===== src/rtl/pr_queue_drain_master.sv =====
// AXI-lite master that pops PR requests from the CPU queue, dispatches them, and writes back a completion word.
// Optional WAIT_DONE watchdog is enabled by defining PR_TIMEOUT_EN.
module pr_queue_drain_master #(
  parameter logic [1:0]  HEAD_ADDR      = 2'd0,
  parameter logic [1:0]  DONE_ADDR      = 2'd2,
  parameter int unsigned TIMEOUT_CYCLES = 1 << 20
) (
  input  logic        clk,
  input  logic        rst,
  input  logic        pr_request_pending,
  output logic        m_arvalid,
  input  logic        m_arready,
  output logic [1:0]  m_araddr,
  input  logic        m_rvalid,
  output logic        m_rready,
  input  logic [31:0] m_rdata,
  output logic        m_awvalid,
  input  logic        m_awready,
  output logic [1:0]  m_awaddr,
  output logic        m_wvalid,
  input  logic        m_wready,
  output logic [31:0] m_wdata,
  input  logic        m_bvalid,
  output logic        m_bready,
  output logic        pr_req_valid,
  output logic [31:0] pr_req_id,
  input  logic        pr_req_ready,
  input  logic        pr_done,
  input  logic        pr_error,
  output logic        busy,
  output logic [7:0]  err_count
);

  typedef enum logic [2:0] {
    S_IDLE, S_AR, S_RD, S_DISPATCH, S_WAIT_DONE, S_WR, S_RESP
  } state_t;

  state_t      state_q;
  logic        arvalid_q, rready_q, awvalid_q, wvalid_q, bready_q, req_valid_q;
  logic [31:0] req_id_q, wdata_q;
  logic [7:0]  err_cnt_q;
  logic        awvalid_d, wvalid_d;

  if (TIMEOUT_CYCLES == 0) begin : g_tmo_chk
    $error("TIMEOUT_CYCLES must be at least 1");
  end

`ifdef PR_TIMEOUT_EN
  localparam logic [31:0] TMO_LAST = 32'(TIMEOUT_CYCLES - 1);
  logic [31:0] tmr_q;
`endif

  // AW and W channels retire independently; each stays up only until its own ready.
  assign awvalid_d = awvalid_q & ~m_awready;
  assign wvalid_d  = wvalid_q & ~m_wready;

  always_ff @(posedge clk or posedge rst) begin
    if (rst) begin
      state_q     <= S_IDLE;
      arvalid_q   <= 1'b0;
      rready_q    <= 1'b0;
      awvalid_q   <= 1'b0;
      wvalid_q    <= 1'b0;
      bready_q    <= 1'b0;
      req_valid_q <= 1'b0;
      req_id_q    <= 32'd0;
      wdata_q     <= 32'd0;
      err_cnt_q   <= 8'd0;
`ifdef PR_TIMEOUT_EN
      tmr_q       <= 32'd0;
`endif
    end else begin
      case (state_q)
        S_IDLE: begin
          if (pr_request_pending) begin
            arvalid_q <= 1'b1;
            state_q   <= S_AR;
          end
        end
        S_AR: begin
          if (m_arready) begin
            arvalid_q <= 1'b0;
            rready_q  <= 1'b1;
            state_q   <= S_RD;
          end
        end
        S_RD: begin
          if (m_rvalid) begin
            rready_q <= 1'b0;
            req_id_q <= m_rdata;
            if (m_rdata == 32'd0) begin
              state_q <= S_IDLE;
            end else begin
              req_valid_q <= 1'b1;
              state_q     <= S_DISPATCH;
            end
          end
        end
        S_DISPATCH: begin
          if (pr_req_ready) begin
            req_valid_q <= 1'b0;
            state_q     <= S_WAIT_DONE;
`ifdef PR_TIMEOUT_EN
            tmr_q       <= 32'd0;
`endif
          end
        end
        S_WAIT_DONE: begin
          if (pr_done) begin
            wdata_q   <= {pr_error, 1'b0, req_id_q[29:0]};
            awvalid_q <= 1'b1;
            wvalid_q  <= 1'b1;
            state_q   <= S_WR;
          end
`ifdef PR_TIMEOUT_EN
          else if (tmr_q == TMO_LAST) begin
            wdata_q   <= {1'b0, 1'b1, req_id_q[29:0]};
            awvalid_q <= 1'b1;
            wvalid_q  <= 1'b1;
            state_q   <= S_WR;
          end else begin
            tmr_q <= tmr_q + 32'd1;
          end
`endif
        end
        S_WR: begin
          awvalid_q <= awvalid_d;
          wvalid_q  <= wvalid_d;
          if (!awvalid_d && !wvalid_d) begin
            bready_q <= 1'b1;
            state_q  <= S_RESP;
          end
        end
        S_RESP: begin
          if (m_bvalid) begin
            bready_q <= 1'b0;
            state_q  <= S_IDLE;
            // Error and timeout flags live in the completion word just written.
            if ((wdata_q[31] | wdata_q[30]) && (err_cnt_q != 8'hFF)) begin
              err_cnt_q <= err_cnt_q + 8'd1;
            end
          end
        end
        default: state_q <= S_IDLE;
      endcase
    end
  end

  assign m_arvalid    = arvalid_q;
  assign m_araddr     = HEAD_ADDR;
  assign m_rready     = rready_q;
  assign m_awvalid    = awvalid_q;
  assign m_awaddr     = DONE_ADDR;
  assign m_wvalid     = wvalid_q;
  assign m_wdata      = wdata_q;
  assign m_bready     = bready_q;
  assign pr_req_valid = req_valid_q;
  assign pr_req_id    = req_id_q;
  assign err_count    = err_cnt_q;
  assign busy         = (state_q != S_IDLE);

endmodule


===== config.mk =====
export PLATFORM = sky130hd
export DESIGN_NAME = pr_queue_drain_master
export DESIGN_NICKNAME = d
export VERILOG_FILES = /design/src/rtl/pr_queue_drain_master.sv
export SDC_FILE = /design/constraint.sdc
export NUM_CORES = 1
export LEC_CHECK = 0
export ABC_AREA = 1
export ABC_CLOCK_PERIOD_IN_PS = 2950
export CORE_UTILIZATION = 42
export CTS_BUF_LIST = sky130_fd_sc_hd__clkbuf_8
export DETAILED_ROUTE_END_ITERATION = 6
export PLACE_DENSITY = 0.89
export SLEW_MARGIN = 5
export SYNTH_ARGS = -nofsm -noshare
export SYNTH_HDL_FRONTEND = slang
export SYNTH_SLANG_ARGS = --single-unit

===== constraint.sdc =====
create_clock -name clk -period 2.95 [get_ports clk]
set_input_delay 0.885 -clock clk [delete_from_list [all_inputs] [get_ports clk]]
set_output_delay 0.885 -clock clk [all_outputs]
set_load 0.01 [all_outputs]

# [Yosys cells after proc, flatten, opt, wreduce, memory -nomap -nowiden]
# Index checks and enable logic that the tools add are counted.
[word_totals] regBits=80 latchBits=0 ram_bits=0 romBits=0 input_bits=43 output_inout_bits=83 elab_cells=76 memories=0
[op_classes] add_sub_neg=1 multipliers=0 n_div=0 n_lt_le_gt_ge=0 n_eq_ne=15 n_shift=0 n_mux=25 bitwise_logic=4 n_reduce_logical=21
[ops] op="$logic_not 32->1" count=1
[ops] op="$mux 3" count=7
[ops] op="$pmux 3 s7" count=1
[ops] op="$ne 2x2->1 const B" count=8
[ops] op="$pmux 1 s2" count=6
[ops] op="$reduce_and 3->1" count=4
[ops] op="$mux 1" count=10
[ops] op="$reduce_bool 2->1" count=5
[ops] op="$eq 3x3->1 const B" count=3
[ops] op="$add 8x1->8 const B" count=1
[ops] op="$ne 8x8->1 const B" count=1
[ops] op="$reduce_and 7->1" count=1
[ops] op="$eq 3x2->1 const B" count=2
[ops] op="$reduce_and 2->1" count=3
[ops] op="$reduce_and 4->1" count=1
[ops] op="$eq 3x1->1 const B" count=1
[ops] op="$logic_not 3->1" count=1
[ops] op="$reduce_bool 3->1" count=1
[ops] op="$and 1x1->1" count=2
[ops] op="$logic_and 1x1->1" count=2
[ops] op="$logic_not 1->1" count=2
[ops] op="$mux 2" count=1
[ops] op="$not 1->1" count=2

# [Longest topological paths before layout]
[logic_depth] word_depth=6 depth_mapped=10 mapped_depth_nobuf=10

# [Worst setup path after synthesis]
# OpenSTA, ideal clock, no wires.
[synth_path] path_kind="register -> output" startpoint="register state_q[0]" endpoint="output busy" arrival_time_ps=742 required_ps=2065 path_slack_ps=1323 path_stages_with_launch=3 path_buffers=0 cell_sequence="dfrtp_1 -> nor2_2 -> nand2_1"
[synth_via] elab_chain_len=1
[synth_lines] item="start: declaration" line_no="38" source="state_t state_q;"
[synth_lines] item="start signal: assignment" line_no="59" source="state_q <= S_IDLE;"
[synth_lines] item="start signal: assignment" line_no="77" source="state_q <= S_AR;"
[synth_lines] item="start signal: assignment" line_no="84" source="state_q <= S_RD;"
[synth_lines] item="$reduce_bool 3->1" line_no="160" source="assign busy = (state_q != S_IDLE);"
[synth_lines] item="end: declaration" line_no="30" source="output logic busy,"
# No other way between the ends.

# [Worst setup path in the final report]
# Same ends and word-level chain as after synthesis.

==> key figures <==
Run status
  – Outcome: complete, no violations

Setup path
  – Worst path depth: 3
  – Worst path arrival time: 1.66 ns
  – Slowest Stage Delay on Critical Path: 0.50 ns
  – Crit-path slowest cell: dfrtp_1
  – CP Max Fanout: 7
  – CP endpoint kind: primary output
  – Worst setup path class: flip-flop to primary output
  – R2r worst-path depth: 8
  – CP Buf/Inv Count: 1
  – Crit path max-delay family: flip-flops
  – Req. time, crit path: 2.07 ns
  – Crit path cell chain: nor2_2 -> nand2_1 -> clkdlybuf4s50_1
  – Critical Path Start Type: flip-flop

Drt
  – Drt drc: 0
  – Initial detailed-routing violation count: 167
  – DR vias/cell: 4.77
  – WL final: 8860 um
  – Vias: 3127
  – Post-DRT Antenna Nets: 0
  – First drt pass iteration count: 4
  – WL per Instance: 13.5 um

Yosys
  – Synth Area per Inst: 8.34 sq um
  – Asr flop ratio synth: 100%
  – Yosys Warn Count: 0
  – Register area share after synthesis: 56.6%
  – Synth Register Bits: 80
  – Synthesized area: 3540 sq um
  – Ys flop type: dfrtp_1
  – Number of synthesized flops with an enable pin: 0
  – Synth cell types: 28
  – Syn Inst Count: 424

Clocking
  – # clock sinks: 80
  – TritonCTS clock tree: yes
  – Hold buffers post-CTS: 0
  – CTS Buf Count: 9
  – Clk root buf: clkbuf_8
  – Setup Fix Bufs, Post-CTS: 0
  – H-tree depth: 3
  – Clk slew on worst S/H paths: 0.08 ns
  – Clk_lat worst skew: 0.34 ns
  – CTS resizes: 0
  – Clock Tree Buf Depth: 2

Timing
  – Max Fclk: 393 MHz
  – Final clock skew: 0.00958 ns
  – Worst-case hold slack: 0.484 ns
  – Setup TNS Final: 0 ns
  – Post-layout min period: 2.54 ns
  – RSZ-0062 raised after global routing: false
  – Final cycle utilization of the critical path: 86.2%
  – Final setup viols: 0
  – Fin. max-slew vios: 0
  – Worst rel slew slack: 65.2%
  – Worst Max-Slew Pin Slew: 0.522 ns
  – Fin. Hold Viols: 0

Finish
  – Nets: 589
  – Area growth syn-to-layout: 42.4%
  – Share of post-route cells with drive strength above 1: 6.00%
  – Most common cell after layout, fill and taps aside: nand2_1
  – Design Area, Final: 5040 sq um
  – Most frequent cells in the layout: nand2_1 (150), clkdlybuf4s50_1 (120), dfrtp_1 (80)
  – Antenna cells: 0

Placed design
  – GP Congestion: 0.863
  – Hpwl dp: 6520 um
  – Placed inst area: 4810 sq um
  – PortBufs: 120

Floorplanning
  – Die Wd: 93.8 um
  – Die span in y: 93.8 um
  – Row Count: 33
  – Starting Density: 43.3%
  – Die footprint: 8790 sq um
  – Top-Level Pins: 126
  – Core ar.: 8180 sq um

Power and ir drop
  – Pwr/cell area: 963 nW/um^2
  – Leak Pwr: 2.42 nW
  – VDD IR-drop max: 0.000483 V

Flow run
  – Max Cap Viol: 0

GRT
  – Global-route wire length before repair: 14600 um
  – Initial antenna violation count: 0
  – Pin count of the biggest net entering global routing: 50
  – Vias in the first global route: 3117
  – Remaining global-route overflow: 0
  – Gr usage total: 21.6%

Hold path
  – HP Class: flip-flop to flip-flop
  – Hold Path Cell Cnt: 2
==> through the flow <==
stage | power, W | setup WS (ns) | util [%] | std cells
floorplan | 0.00281 | 0.0133 | - | 427
global placement | 0.00390 | 0.707 | 58.9 | 639
detailed placement | 0.00399 | 0.676 | 58.9 | 639
CTS | 0.00489 | 0.394 | 61.6 | 655
global route | 0.00519 | 0.326 | 61.6 | 655
finish | 0.00485 | 0.407 | 61.6 | 655
==> cells in the mapped netlist (4+ instances only) <==
library cell,n,area share [%]
o21ai_1,15,2.1
buf_4,8,1.7
o21ai_0,40,5.7
buf_6,4,1.3
inv_2,5,0.53
xnor2_1,4,0.99
nand2_1,150,16
nand3_1,10,1.4
nor2_1,24,2.5
inv_1,55,5.8
dfrtp_1,80,57
==> worst min-delay path, stage by stage, from the launching register on <==
cell     delay (ns)
dfrtp_1        0.35
nand2_1        0.05
nand2_1        0.06
==> registers in the layout (all words and copies together), names as in the netlist <==
register and flops:
pr_req_id 32, m_awvalid 1, state_q 3, m_rready 1, m_wvalid 1, pr_req_valid 1, m_arvalid 1, m_wdata 31
err_count 8, m_bready 1
==> power by group <==
group / internal [W] / total [W] / switching, W
Combinational: 0.00109 / 0.00208 / 0.000982
Sequential: 0.00155 / 0.00189 / 0.000331
Clock: 0.000495 / 0.000886 / 0.000390
==> layer usage <==
layer | wire length [um] | GRT usage [%] | vias to the layer above | share of wire, %
li1 | - | - | 1524 | -
met1 | 3560 | 25.2 | 1488 | 40
met2 | 4580 | 36.9 | 99 | 52
met3 | 526 | 5.66 | 16 | 5.9
met4 | 193 | 9.74 | 0 | 2.2
met5 | 0 | 0 | - | 0
==> logic make-up (layout without fill, tap and decap cells) <==
group	after synthesis	in the layout	synth area share (%)
AOI/OAI and AO/OA	59	59	8.49
and+or+nand+nor	199	199	22.9
buffers and inverters	77	200	9.98
adders and majority gates	1	1	0.354
DFF	80	80	56.6
other	2	5	0.212
xor gates and xnor gates	6	6	1.49
==> path summary, 6_finish.rpt <==
path                                 endpoint  startpoint  slack, ns
worst max-delay path                     busy  state_q[0]       0.41
worst min-delay path               m_wdata[1]  m_wdata[1]       0.48
worst max register to register  pr_req_id[20]  state_q[2]       1.35
worst min register to register     m_wdata[1]  m_wdata[1]       0.48
max in group asynchronous            m_rready         rst       1.47
min in group asynchronous         m_wdata[23]         rst       0.88
==> layout make-up <==
type | instances | area, sq um
fillers | 694 | 3140
flip-flops and latches | 80 | 2000
repair buffers | 124 | 1260
multi-input cells | 270 | 1200
inverters | 60 | 226
clock buffers | 10 | 138
well taps | 105 | 131
clock inverters | 6 | 83.8
(Power assumes the default switching activity.)
